<file path="config.mk">
export PLATFORM = sky130hd
export DESIGN_NAME = serial_adder
export DESIGN_NICKNAME = d
export VERILOG_FILES = /design/src/rtl/serial_adder_pkg.sv /design/src/rtl/serial_fa_bit.sv /design/src/rtl/serial_adder.sv
export SDC_FILE = /design/constraint.sdc
export NUM_CORES = 1
export LEC_CHECK = 0
export CAP_MARGIN = 20
export CORE_MARGIN = 2
export CORE_UTILIZATION = 25
export DETAILED_ROUTE_END_ITERATION = 10
export PLACE_DENSITY = 0.41
export SLEW_MARGIN = 40
export SYNTH_ARGS = -nofsm -noshare
export SYNTH_HDL_FRONTEND = slang
export SYNTH_HIERARCHICAL = 1
export SYNTH_SLANG_ARGS = --single-unit
</file>
<file path="constraint.sdc">
create_clock -name clk -period 1.69 [get_ports clk]
set_input_delay 0.338 -clock clk [delete_from_list [all_inputs] [get_ports clk]]
set_output_delay 0.338 -clock clk [all_outputs]
set_load 0.02 [all_outputs]
</file>
<file path="src/rtl/serial_adder_pkg.sv">
// Shared types and limits for the bit-serial adder.
package serial_adder_pkg;

    typedef enum logic [1:0] {
        IDLE = 2'd0,
        RUN  = 2'd1,
        DONE = 2'd2
    } state_t;

    localparam int unsigned MAX_WIDTH = 32;

endpackage

</file>
<file path="src/rtl/serial_fa_bit.sv">
// One-bit combinational full adder used as the serial adder's datapath cell.
module serial_fa_bit (
    input  logic a,
    input  logic b,
    input  logic ci,
    output logic s,
    output logic co
);

    assign s  = a ^ b ^ ci;
    assign co = (a & b) | (ci & (a ^ b));

endmodule

</file>
<file path="src/rtl/serial_adder.sv">
// Bit-serial adder: one bit pair per cycle, LSB first, through a single full-adder cell.
module serial_adder
    import serial_adder_pkg::*;
#(
    parameter int unsigned WIDTH = 8
) (
    input  logic             clk,
    input  logic             rst_n,
    input  logic             start,
    input  logic [WIDTH-1:0] a,
    input  logic [WIDTH-1:0] b,
    input  logic             cin,
    output logic             busy,
    output logic             done,
    output logic [WIDTH-1:0] sum,
    output logic             cout
);

    localparam int unsigned CNT_W = (WIDTH > 1) ? $clog2(WIDTH) : 1;
    localparam logic [CNT_W-1:0] LAST_BIT = CNT_W'(WIDTH - 1);

    if (WIDTH < 2 || WIDTH > MAX_WIDTH) begin : g_bad_width
        $error("serial_adder: WIDTH out of range");
    end

    state_t             state;
    logic [WIDTH-1:0]   op_a;
    logic [WIDTH-1:0]   op_b;
    logic               carry;
    logic [CNT_W-1:0]   bit_cnt;
    logic               fa_s;
    logic               fa_co;

    serial_fa_bit u_fa (
        .a  (op_a[0]),
        .b  (op_b[0]),
        .ci (carry),
        .s  (fa_s),
        .co (fa_co)
    );

    // FSM, operand shifters, carry flop and counter; all outputs registered.
    always_ff @(posedge clk) begin
        if (!rst_n) begin
            state   <= IDLE;
            busy    <= 1'b0;
            done    <= 1'b0;
            sum     <= '0;
            cout    <= 1'b0;
            carry   <= 1'b0;
            bit_cnt <= '0;
            op_a    <= '0;
            op_b    <= '0;
        end else begin
            done <= 1'b0;
            case (state)
                IDLE, DONE: begin
                    if (start) begin
                        state   <= RUN;
                        busy    <= 1'b1;
                        op_a    <= a;
                        op_b    <= b;
                        carry   <= cin;
                        bit_cnt <= '0;
                        sum     <= '0;
                        cout    <= 1'b0;
                    end else begin
                        state <= IDLE;
                    end
                end
                RUN: begin
                    op_a  <= op_a >> 1;
                    op_b  <= op_b >> 1;
                    sum   <= {fa_s, sum[WIDTH-1:1]};
                    carry <= fa_co;
                    // Counter stops at the last bit so it never wraps.
                    if (bit_cnt == LAST_BIT) begin
                        state <= DONE;
                        busy  <= 1'b0;
                        done  <= 1'b1;
                        cout  <= fa_co;
                    end else begin
                        bit_cnt <= bit_cnt + CNT_W'(1);
                    end
                end
                default: begin
                    state <= IDLE;
                    busy  <= 1'b0;
                end
            endcase
        end
    end

endmodule

</file>
Word level (Yosys, flattened, before mapping)
Index checks and enable logic that the tools add are counted.
- flip-flop bits (word level): 33
- bits of input ports: 20
- output and inout bits: 11
- add/subtract/negate cells: 1
- eq/ne operators: 6
- mux-type cells: 21
- bitwise gates (word level): 5
- reduce and logical (&&, ||, !) cells: 8
- operator list (cell ; count):
    $pmux W8 S2 ; 3
    $mux W8 ; 3
    $mux W1 ; 7
    $mux W3 ; 2
    $ne A2 B2 Y1 const B ; 3
    $pmux W1 S2 ; 3
    $pmux W3 S2 ; 1
    $reduce_and A2 Y1 ; 3
    $reduce_and A3 Y1 ; 2
    $pmux W2 S2 ; 1
    $add A3 B1 Y3 const B ; 1
    $eq A3 B3 Y1 const B ; 1
    $and A1 B1 Y1 ; 2
    $eq A2 B1 Y1 const B ; 1
    $eq A2 B2 Y1 const B ; 1
    $logic_not A2 Y1 ; 1
    $mux W2 ; 1
    $reduce_bool A2 Y1 ; 1
    $reduce_or A2 Y1 ; 1
    $xor A1 B1 Y1 ; 2
    $or A1 B1 Y1 ; 1

Logic depth before layout (Yosys ltp)
- depth in word-level cells: 5
- mapped depth: 5

Modules after synthesis
Netlist, hierarchy kept.
- modules (own cells, without submodules) (module ; times used ; cells each ; area each (um^2)):
    serial_adder ; 1 ; 163 ; 1477.7
    serial_fa_bit ; 1 ; 1 ; 20.0

Least setup slack after synthesis
Ideal clock, no wire load.
- path kind: register -> register
- from: register bit_cnt[0]
- to: register bit_cnt[0]
- arrival: 1.224 ns
- setup slack: 0.351 ns
- stages on the path, launching flop included: 6
- buffers on the path: 0
- cell sequence: dfxtp_1 -> ha_1 -> ha_1 -> nor3b_2 -> nor2_1 -> a31o_1
- word-level cells in the longest chain between the ends: 3
- elaborated cells on any way between the ends: 6
- RTL lines (item ; RTL line ; RTL):
    from (decl) ; serial_adder.sv:30 ; logic [CNT_W-1:0] bit_cnt;
    from (signal assigned) ; serial_adder.sv:83 ; bit_cnt <= bit_cnt + CNT_W'(1);
    $add A3 B1 Y3 or $eq A3 B3 Y1 (tied branches) ; serial_adder.sv:83, serial_adder.sv:77 ;
    $mux W3 or $ne A2 B2 Y1 (tied branches) ; n/a ;
    $pmux W3 S2 or $reduce_and A3 Y1 (tied branches) ; n/a ;
Several ways; a longest one is shown, not always the timed one. The select of a mux whose other input is x is not followed.
A chain may end at the register's enable or synchronous reset.

Worst setup path after layout
- from: register sum[7]
- to: output sum[7]
- RTL lines (item ; RTL line ; RTL):
    from (decl) ; serial_adder.sv:15 ; output logic [WIDTH-1:0] sum,
    from (signal assigned) ; serial_adder.sv:74 ; sum <= {fa_s, sum[WIDTH-1:1]};
No word-level cell between the ends.

==> results.py <==
metrics = {
    "power_and_ir_drop": {
        "peakVddDrop_uv": 330,
        "combinationalPowerShare": 0.158,
        "power_density_mw_per_mm2": 877,
        "p_sw_frac": 0.265,
        "pwr-share-clk": 0.336,
        "total_leakage_power_nw": 0.657,
        "internal_power_w": 0.00124,
        "seq_power_share": 0.506,
        "power_switching_w": 0.000448,
    },
    "finish": {
        "drive_gt1_frac": 0.199,
        "final_core_util": 0.330,
        "multi_input_area_um2": 709,
        "nets": 218,
        "num-fill-cells": 621,
        "diodes": 0,
        "regArea_um2": 661,
        "area_growth_syn_to_layout_pct": 28.8,
    },
    "floorplan": {
        "dieArea_mm2": 0.00663,
        "die_h_um": 81.4,
        "start_util": 0.256,
        "core_area_mm2": 0.00585,
        "io_pins": 31,
        "die_w_um": 81.4,
        "std_cell_rows": 28,
    },
    "synthesis": {
        "synthFlopType": "dfxtp_1",
        "synth.top_cell.area_share": 0.441,
        "synth_cell_type_count": 29,
        "synth_area_leaders": "dfxtp_1 (44%), nand2_1 (11%), a21oi_2 (7.0%)",
        "synth_common_cells": "nand2_1 (42), dfxtp_1 (33), a31oi_1 (15), o21ai_1 (14), a21oi_2 (12)",
        "syn_area_per_cell_um2": 9.13,
        "synthCells": 164,
        "syn_nets": 187,
        "yosysTopAreaCell": "dfxtp_1",
        "synth.most_common_cell": "nand2_1",
        "async_flop_share": 0,
        "netlist_area_mm2": 0.00150,
        "synth_edf_count": 0,
        "synth_seq_cells": 33,
        "synth_warnings": 6,
        "yosysSeqAreaShare": 0.441,
    },
    "placement": {
        "port_buffers": 30,
        "dp_hpwl_um": 2180,
        "place_congestion": 0.703,
    },
    "global_route": {
        "grt_pass1_wl_um": 5660,
        "track_usage": 0.113,
        "globalRouteOverflowTotal": 0,
        "grt_antenna_before_repair": 0,
        "first_global_vias": 1238,
        "grt_max_degree": 45,
    },
    "clock_network": {
        "ctsHtreeMaxLevel": 2,
        "cts_sinks": 33,
        "cts_made_buffers": 5,
        "root_buffer": "clkbuf_8",
        "post_cts_buffers": 0,
        "ctsResizeCount": 0,
        "cts_tree": "yes",
        "clock_latency_ns": 0.28,
        "clk_pin_slew_ns": 0.07,
        "postCtsHoldBufs": 0,
        "cts.path.max_buffers": 2,
    },
    "timing": {
        "timing.final.crit_share": 0.959,
        "finalHoldViolCount": 0,
        "drv_slew": 0,
        "rsz0062_at_grt": "false",
        "finalSetupTns_ns": 0,
        "max_clock_freq_ghz": 0.617,
        "fin_skew_ns": 0.00379,
        "finalSetupViolCount": 0,
        "worstMarginPinSlew_ns": 0.320,
        "final.min_clock_period_ns": 1.62,
        "slew-limit-headroom": 0.786,
    },
    "hold_path": {
        "hold_path.class": "reg -> reg",
    },
    "worst_setup_path": {
        "path_delay_family": "buffers and inverters",
        "cp_slowest_cell": "clkdlybuf4s50_1",
        "critPathMaxFanout": 3,
        "worstPathArrival_ns": 1.28,
        "critPathBufInv": 1,
        "end_kind": "primary output",
        "cp.required_ns": 1.35,
        "path_class": "reg -> out",
        "path_cells": "clkdlybuf4s50_1",
        "startpoint_type": "register",
        "cp_slowest_stage_delay_ns": 0.63,
    },
    "routing": {
        "drtIter0Drc": 56,
        "wirelength_um": 3310,
        "drc": 0,
        "wl_per_cell_um": 12.2,
        "via_per_inst": 4.52,
        "vias": 1225,
        "drt_pass1_iterations": 3,
        "ant_nets": 0,
    },
    "outcome": {
        "outcome": "completed",
    },
    "job": {
        "maxCapViolations": 0,
    },
}
## layout make-up
type | instances | area share
clock buffers | 8 | 0.0415
inverters | 2 | 0.00389
repair buffers | 37 | 0.196
flip-flops and latches | 33 | 0.342
well taps | 75 | 0.0486
multi-input cells | 116 | 0.368
## state kept, by name, summed over array words and instances (netlist names)
signal,cells
state,2
busy,1
cout,1
sum,8
op_b,8
carry,1
done,1
bit_cnt,3
op_a,8
## metal layers
layer | up-vias | GRT usage | share of wire
li1 | 627 | - | -
met1 | 573 | 0.135 | 0.49
met2 | 18 | 0.184 | 0.46
met3 | 7 | 0.0267 | 0.029
met4 | 0 | 0.0610 | 0.023
met5 | - | 0 | 0
## worst register-to-register path: stages, from the launching register on
cell and delay [ns]:
dfxtp_1 0.33, ha_1 0.20, ha_1 0.23, nor3b_2 0.32
nor2_1 0.10, a31o_1 0.22
## stage by stage
stage / setup WS, ns / total power [W] / std cells / hold WS, ns / instance area (um2)
after global placement: 0.0867 / 0.00114 / 263 / 0.456 / 1850
final: 0.0687 / 0.00169 / 271 / 0.466 / 1930
after CTS: 0.0480 / 0.00173 / 271 / 0.470 / 1930
after floorplan: 0.351 / 0.00105 / 164 / 0.442 / 1500
after global routing: 0.0243 / 0.00178 / 271 / 0.490 / 1930
after detailed placement: 0.0827 / 0.00114 / 263 / 0.459 / 1850
## kinds of logic after synthesis
family,synth area share
and+or+nand+nor,0.236
AOI/OAI and AO/OA,0.206
DFF,0.441
buffers and inverters,0.0869
adders and majority gates,0.0301
## cell usage in the layout (no fill, tap or decap), types with 2 or more instances in the layout
cell | netlist | layout
buf_4 | 4 | 5
a31oi_1 | 15 | 15
nand3_2 | 10 | 10
nor2_1 | 2 | 2
nor3_1 | 2 | 2
buf_12 | 2 | 2
clkbuf_1 | 1 | 3
nand2_1 | 42 | 42
nor2b_1 | 2 | 2
a21oi_2 | 12 | 12
a21oi_1 | 2 | 2
dfxtp_1 | 33 | 33
clkdlybuf4s50_1 | 0 | 30
o21ai_1 | 14 | 14
ha_1 | 2 | 2
nand3b_2 | 2 | 2
clkbuf_8 | 0 | 5
## worst paths after layout
kind | startpoint | endpoint | slack [ns] | cells after the start
max reg2reg | bit_cnt[0] | bit_cnt[0] | 0.19 | 5
min reg2reg | op_b[7] | op_b[7] | 0.47 | 2
min | op_b[7] | op_b[7] | 0.47 | 2
max | sum[7] | sum[7] | 0.07 | 1
## power groups by stage
stage          clock [W]  sequential [W]  combinational [W]
3_5_place_dp           0        0.000873           0.000271
6_report        0.000569        0.000856           0.000267
5_1_grt         0.000621        0.000862           0.000300
2_1_floorplan          0        0.000872           0.000182
4_1_cts         0.000597        0.000856           0.000272
3_3_place_gp           0        0.000873           0.000270
Power figures use the tool's default switching activity.
